### config.mk
export PLATFORM = sky130hd
export DESIGN_NAME = fifo_rd_ctrl
export DESIGN_NICKNAME = d
export VERILOG_FILES = /design/src/rtl/fifo_pkg.sv /design/src/rtl/fifo_rd_ctrl.sv
export SDC_FILE = /design/constraint.sdc
export NUM_CORES = 1
export LEC_CHECK = 0
export CAP_MARGIN = 20
export CORE_MARGIN = 3
export CORE_UTILIZATION = 41
export CTS_CLUSTER_SIZE = 14
export DETAILED_ROUTE_END_ITERATION = 10
export GPL_TIMING_DRIVEN = 0
export PLACE_DENSITY = 0.75
export RECOVER_POWER = 100
export SYNTH_ARGS = -nofsm -noshare
export SYNTH_HDL_FRONTEND = slang
export SYNTH_SLANG_ARGS = --single-unit
### constraint.sdc
create_clock -name i_r_clk -period 3.62 [get_ports i_r_clk]
set_input_delay 0.543 -clock i_r_clk [delete_from_list [all_inputs] [get_ports i_r_clk]]
set_output_delay 0.543 -clock i_r_clk [all_outputs]
set_load 0.005 [all_outputs]
### src/rtl/fifo_pkg.sv
// Shared helpers for the async FIFO: Gray/binary conversion and the default depth.
// The conversions work on zero-extended 32-bit values, so any pointer width up to 32 bits can use them.
package fifo_pkg;

  localparam int DEF_ADDR_WIDTH = 5;
  localparam int DEPTH          = 1 << DEF_ADDR_WIDTH;

  function automatic logic [31:0] bin2gray(input logic [31:0] b);
    return b ^ (b >> 1);
  endfunction

  // Prefix XOR from the MSB down; the zero-extended upper bits leave the result unchanged.
  function automatic logic [31:0] gray2bin(input logic [31:0] g);
    logic [31:0] b;
    b = g;
    b = b ^ (b >> 1);
    b = b ^ (b >> 2);
    b = b ^ (b >> 4);
    b = b ^ (b >> 8);
    b = b ^ (b >> 16);
    return b;
  endfunction

endpackage

### src/rtl/fifo_rd_ctrl.sv
// Read-side controller of the async FIFO: read pointer, empty/level tracking and a
// first-word-fall-through output register with a valid/ready handshake.
module fifo_rd_ctrl
  import fifo_pkg::*;
#(
  parameter int DATA_WIDTH    = 8,
  parameter int ADDR_WIDTH    = DEF_ADDR_WIDTH,
  parameter int AEMPTY_THRESH = 2
) (
  input  logic                  i_r_clk,
  input  logic                  i_rst_n,
  input  logic [ADDR_WIDTH:0]   rq2_wptr,
  input  logic [DATA_WIDTH-1:0] i_rd_data,
  input  logic                  i_r_ready,
  output logic [ADDR_WIDTH-1:0] o_rd_addr,
  output logic                  o_rd_en,
  output logic [ADDR_WIDTH:0]   o_rptr,
  output logic                  o_r_valid,
  output logic [DATA_WIDTH-1:0] o_r_data,
  output logic                  o_r_empty,
  output logic                  o_r_aempty,
  output logic [ADDR_WIDTH:0]   o_r_level,
  output logic                  o_ptr_err
);

  localparam int PW        = ADDR_WIDTH + 1;
  localparam int MEM_DEPTH = 1 << ADDR_WIDTH;

  logic [PW-1:0]         rbin_q, rbin_d;
  logic [PW-1:0]         rptr_q, rptr_d;
  logic                  valid_q, valid_d;
  logic [DATA_WIDTH-1:0] data_q, data_d;
  logic [PW-1:0]         level_q, level_d;
  logic                  err_q, err_d;

  logic [PW-1:0] wbin;
  logic [PW-1:0] level_raw;
  logic          mem_empty;
  logic          bad;
  logic          fetch;

  // Fetch is also gated by reset so no read strobe escapes while the block is held.
  always_comb begin
    wbin      = PW'(gray2bin(32'(rq2_wptr)));
    level_raw = wbin - rbin_q;
    mem_empty = (PW'(bin2gray(32'(rbin_q))) == rq2_wptr);
    bad       = (level_raw > PW'(MEM_DEPTH));
    fetch     = ~mem_empty & ~bad & (~valid_q | i_r_ready) & i_rst_n;
  end

  always_comb begin
    rbin_d  = rbin_q + PW'(fetch);
    rptr_d  = PW'(bin2gray(32'(rbin_d)));
    valid_d = valid_q;
    data_d  = data_q;
    if (fetch) begin
      valid_d = 1'b1;
      data_d  = i_rd_data;
    end else if (valid_q && i_r_ready) begin
      valid_d = 1'b0;
    end
    level_d = level_raw + PW'(valid_q);
    err_d   = err_q | bad;
  end

  always_ff @(posedge i_r_clk or negedge i_rst_n) begin
    if (!i_rst_n) begin
      rbin_q  <= '0;
      rptr_q  <= '0;
      valid_q <= 1'b0;
      data_q  <= '0;
      level_q <= '0;
      err_q   <= 1'b0;
    end else begin
      rbin_q  <= rbin_d;
      rptr_q  <= rptr_d;
      valid_q <= valid_d;
      data_q  <= data_d;
      level_q <= level_d;
      err_q   <= err_d;
    end
  end

  always_comb begin
    o_rd_addr  = rbin_q[ADDR_WIDTH-1:0];
    o_rd_en    = fetch;
    o_rptr     = rptr_q;
    o_r_valid  = valid_q;
    o_r_data   = data_q;
    o_r_empty  = ~valid_q;
    o_r_aempty = (level_q <= PW'(AEMPTY_THRESH));
    o_r_level  = level_q;
    o_ptr_err  = err_q;
  end

endmodule

==> impl_metrics.yaml, run 1 <==
status:
  status: "finished with violations"
  violations: "negative setup slack"
yosys:
  synthCells: 117
  ys_seq_area_share_pct: 47.1
  ys_ff_latch: 27
  ys.flop_type: "dfrtp_1"
  avgSynthCellArea_um2: 12.3
  ys_top_cells_by_count: "27 x dfrtp_1, 16 x xor2_1, 12 x ha_1, 12 x xnor2_1, 11 x inv_1"
  ys_types: 24
  yosysMostFrequentCell: "dfrtp_1"
  ys_async_sr_fraction_pct: 100
  synth.area.top_cells: "dfrtp_1 47%, ha_1 10%, xor2_1 9.8%, xnor2_1 7.3%, mux2_2 6.3%"
  syn_nets: 147
  synth_top_cell_area_share_pct: 47.1
  ys_warn_count: 0
  yosysTopAreaCell: "dfrtp_1"
  synth_edf_count: 0
  syn_area_um2: 1440
cts:
  clock-sinks: 27
  clkSlewWorstSetupHoldPaths_ns: 0.15
  cts_tree: "yes"
  cts_buffer_depth: 2
  h-tree-depth: 1
  clock_latency_ns: 0.33
  cts_buffers: 3
  hold_buffers: 0
  root_buffer: "clkbuf_4"
layout:
  drive_above_1_share_pct: 27.5
  final_util_pct: 70.8
  num_antenna_cells: 0
  synthToLayoutAreaGrowth_pct: 58.1
  nets: 209
global_route:
  grt_util_all_layers_pct: 16.7
  grt_antenna_before_repair: 0
  overflow: 0
  grt_pass1_vias: 1181
  grt_max_degree: 18
  grt_pass1_wl_mm: 5.52
die:
  core_um2: 3200
  ios: 47
  dieWidth_um: 65.2
  dieArea_um2: 4250
  die_h_um: 65.2
  initial_core_util_pct: 44.8
  fp-row-count: 20
power:
  power.leakage_nw: 1.01
  ir_worst_vdd_mv: 0.514
  finalPower_mw: 2.08
  power.density_nw_per_um2: 917
worst_hold_path:
  hold_path_class: "register to register"
route:
  first_iter_violations: 25
  drt_first_pass_iters: 3
  vias_per_cell: 4.79
  vias: 1063
  ant_nets: 0
  wl_mm: 3.19
  drc: 0
  post_drt_wl_per_cell_um: 14.3
sta:
  timing.hold.ws_ns: 0.505
  max_freq_mhz: 263
  final.setup.tns_ns: -0.665
  fin_crit_ns: 3.80
  slew_violations: 0
  setup_slack_ns: -0.183
  rsz0062_at_grt: "true"
  tightest_slew_ns: 0.652
  hold_viol: 0
  slew_headroom_pct: 56.4
  finalSetupViolCount: 7
  clock_skew_ns: 0.00289
  timing.final.crit_share_pct: 105
setup_path:
  critPathMaxFanout: 2
  required_ns: 3.08
  critPathArrivalTime_ns: 3.26
  cp-start-kind: "input port"
  regToRegSetupSlack_ns: 0.58
  critical_path_class: "input port to output port"
  endpoint_kind: "output port"
run:
  max-cap-violations: 0
placed_design:
  portBuffers: 46
  gp_congestion: 0.826
  hpwl_mm: 2.42
  place_ws_ns: -1.59
-- power by group --
part | internal, mW | switching [mW] | total, mW
Sequential | 0.462 | 0.109 | 0.571
Clock | 0.0423 | 0.0930 | 0.135
Combinational | 0.754 | 0.620 | 1.37
-- final cells by class --
| class | count | area (um2) |
|---|---|---|
| fill | 250 | 935 |
| multi-input combinational | 79 | 893 |
| sequential | 27 | 676 |
| timing repair buffer | 57 | 573 |
| tap | 44 | 55.1 |
| inverter | 11 | 41.3 |
| clock buffer | 3 | 22.5 |
| clock inverter | 1 | 7.51 |
-- routing by layer --
metal	track usage, %	part of all wire (%)	vias to the layer above
li1	-	-	516
met1	20.7	41	519
met2	30.0	54	24
met3	2.91	4.1	4
met4	3.89	1.1	0
met5	0	0	-
-- flip-flops by register name, indices dropped and copies added (netlist names) --
| register | count |
|---|---|
| o_ptr_err | 1 |
| o_r_data | 8 |
| o_r_level | 6 |
| o_r_valid | 1 |
| o_rptr | 5 |
| rbin_q | 6 |
-- cells in the final DEF (no fill, tap or decap), types with 4 or more instances in the layout --
cell type and n:
buf_4 9, clkdlybuf4s50_1 13, dfrtp_1 27, dlygate4sd3_1 28, ha_1 9, inv_1 9
mux2_2 8, xnor2_1 6, xnor2_2 4, xor2_1 13
-- stage by stage --
| stage | std cells | instance area [um2] |
|---|---|---|
| 5_1_grt | 222 | 2270 |
| 3_3_place_gp | 207 | 2040 |
| 2_1_floorplan | 117 | 1530 |
| 6_report | 222 | 2270 |
| 4_1_cts | 220 | 2230 |
| 3_5_place_dp | 208 | 2070 |
-- logic make-up (layout without fill, tap and decap cells) --
kind of cell	count (synthesis)	after routing	share of synthesized area, %
adders and majority gates	13	13	11.9
DFF	27	27	47.1
buffers and inverters	11	72	2.88
muxes	8	8	6.28
xor gates and xnor gates	29	29	18.2
and+or+nand+nor	18	18	7.15
AOI/OAI and AO/OA	11	11	6.54
-- worst max-delay path: stages --
cell and delay [ns]:
buf_8 0.11, xor2_4 0.18, xnor2_2 0.19, xnor2_2 0.16, xor2_2 0.22, xnor2_1 0.16
ha_2 0.21, inv_2 0.04, fa_2 0.37, a21o_1 0.20, a21oi_2 0.17, xnor2_2 0.10
nor4_4 0.23, o2111ai_4 0.16, inv_2 0.10, buf_6 0.09
-- timing repair --
item	CTS	global route
setup buffers	8	2
pin swaps	16	3
gates resized for setup	30	4
setup endpoints to repair	22	10
-- path summary, 6_finish.rpt --
kind,end,depth (start not counted),startpoint
min in group asynchronous,o_rptr[2],1,i_rst_n
max in group asynchronous,o_r_data[7],2,i_rst_n
worst min-delay path,o_ptr_err,1,o_ptr_err
worst max-delay path,o_rd_en,16,rq2_wptr[4]
worst min register to register,o_ptr_err,1,o_ptr_err
worst max register to register,o_rptr[3],14,rbin_q[2]
No activity file was read; power rests on OpenSTA's default activity.
==> run 2: changes to the inputs <==
Settings changed: SLEW_MARGIN from default to 20.
==> impl_metrics.yaml, run 2 (synthesis gave the netlist of run 1 again) <==
global_route:
  grt_pass1_vias: 1191
  grt_pass1_wl_mm: 5.53
  grt_max_degree: 29
  grt_util_all_layers_pct: 17.0
  grt_antenna_before_repair: 0
  overflow: 0
route:
  vias: 1081
  first_iter_violations: 23
  vias_per_cell: 4.80
  drc: 0
  post_drt_wl_per_cell_um: 14.2
  drt_first_pass_iters: 4
  ant_nets: 0
  wl_mm: 3.20
cts:
  clock_latency_ns: 0.33
  clock-sinks: 27
  hold_buffers: 0
  h-tree-depth: 1
  cts_tree: "yes"
  clkSlewWorstSetupHoldPaths_ns: 0.15
  cts_buffers: 3
  root_buffer: "clkbuf_4"
  cts_buffer_depth: 2
layout:
  final_common_cell: "dfrtp_1"
  n_fill_cell: 243
  nets: 212
  design_area_um2: 2270
  num_antenna_cells: 0
  largest_reg_flops: 8
  drive_above_1_share_pct: 29.8
  final_cell_mix: "27 x dfrtp_1, 24 x dlygate4sd3_1, 16 x clkdlybuf4s50_1"
  synthToLayoutAreaGrowth_pct: 58.4
  seqCellArea_um2: 676
  multi_input_area_um2: 901
sta:
  slew_headroom_pct: 58.4
  slew_violations: 0
  max_freq_mhz: 260
  timing.hold.ws_ns: 0.207
  tightest_slew_ns: 0.623
  fin_crit_ns: 3.84
  finalSetupViolCount: 8
  setup_slack_ns: -0.223
  rsz0062_at_grt: "true"
  hold_viol: 0
  clock_skew_ns: 0.00461
  timing.final.crit_share_pct: 106
power:
  finalPower_mw: 2.12
  ir_worst_vdd_mv: 0.474
  power.density_nw_per_um2: 933
  power.leakage_nw: 1.02
run:
  max-cap-violations: 0
status:
  status: "finished with violations"
  violations: "negative setup slack"
die:
  dieArea_um2: 4250
  fp-row-count: 20
  core_um2: 3200
  initial_core_util_pct: 44.8
  ios: 47
  dieWidth_um: 65.2
  die_h_um: 65.2
setup_path:
  cp-start-kind: "input port"
  endpoint_kind: "output port"
  critPathMaxFanout: 2
  required_ns: 3.08
  critical_path_class: "input port to output port"
  critPathArrivalTime_ns: 3.30
placed_design:
  portBuffers: 46
  gp_congestion: 0.826
  hpwl_mm: 2.32
  post_dp_cell_area_um2: 2040
worst_hold_path:
  hold_path_class: "input port to asynchronous set/reset pin"
==> run 2: path summary, 6_finish.rpt <==
kind                             start           end  slack [ns]  cells after the start
hold reg to reg              o_ptr_err     o_ptr_err        0.51                      1
setup reg to reg             rbin_q[2]     o_rptr[3]        0.50                     14
max in group asynchronous      i_rst_n     rbin_q[5]        3.01                      1
setup / recovery           rq2_wptr[4]       o_rd_en       -0.22                     16
min in group i_r_clk         o_ptr_err     o_ptr_err        0.51                      1
hold / removal                 i_rst_n  o_r_level[1]        0.21                      1
==> run 2: layout make-up <==
class	instances	share of cell area [%]
flip-flops and latches	27	29.7
multi-input cells	79	39.6
well taps	44	2.42
inverters	11	1.82
clock inverters	1	0.330
clock buffers	3	0.991
repair buffers	60	25.1
==> run 2: power by group <==
| part | internal [mW] | total (mW) | switching (mW) |
|---|---|---|---|
| registers | 0.463 | 0.571 | 0.109 |
| clock network | 0.0423 | 0.133 | 0.0911 |
| logic | 0.791 | 1.42 | 0.625 |
==> run 2: what timing repair did <==
| action | CTS | global route |
|---|---|---|
| pin swaps | 17 | 8 |
| endpoints found under the setup margin | 21 | 10 |
| buffers inserted | 12 | 2 |
| resized for setup | 32 | 3 |
==> run 2: critical path, cell delays in order <==
cell and delay, ns:
buf_8 0.10, xor2_4 0.18, xnor2_2 0.16, xnor2_2 0.27, xor2_2 0.20, xnor2_1 0.15, ha_2 0.21, inv_2 0.04
fa_2 0.37, a21o_1 0.20, a21oi_2 0.17, xnor2_2 0.11, nor4_4 0.22, o2111ai_4 0.15, inv_2 0.12, buf_6 0.10
==> run 2: per-layer routing <==
layer  track usage (%)  wire (um)  part of all wire [%]  vias to the layer above
met5                 0          0                     0                        -
met4              5.70         34                   1.1                        0
met3              4.79        181                   5.7                        4
met2              29.8       1730                    54                       26
met1              20.0       1250                    39                      521
li1                  -          -                     -                      530
==> run 2: stage by stage <==
stage	TNS (ns)	setup slack (ns)	util, %	cells
floorplan	-3.30	-0.424	-	117
global placement	-22.85	-1.58	63.8	207
detailed placement	-23.91	-1.61	63.7	207
CTS	-0.372	-0.147	69.9	223
global route	-2.74	-0.394	71.0	225
finish	-1.08	-0.223	71.0	225
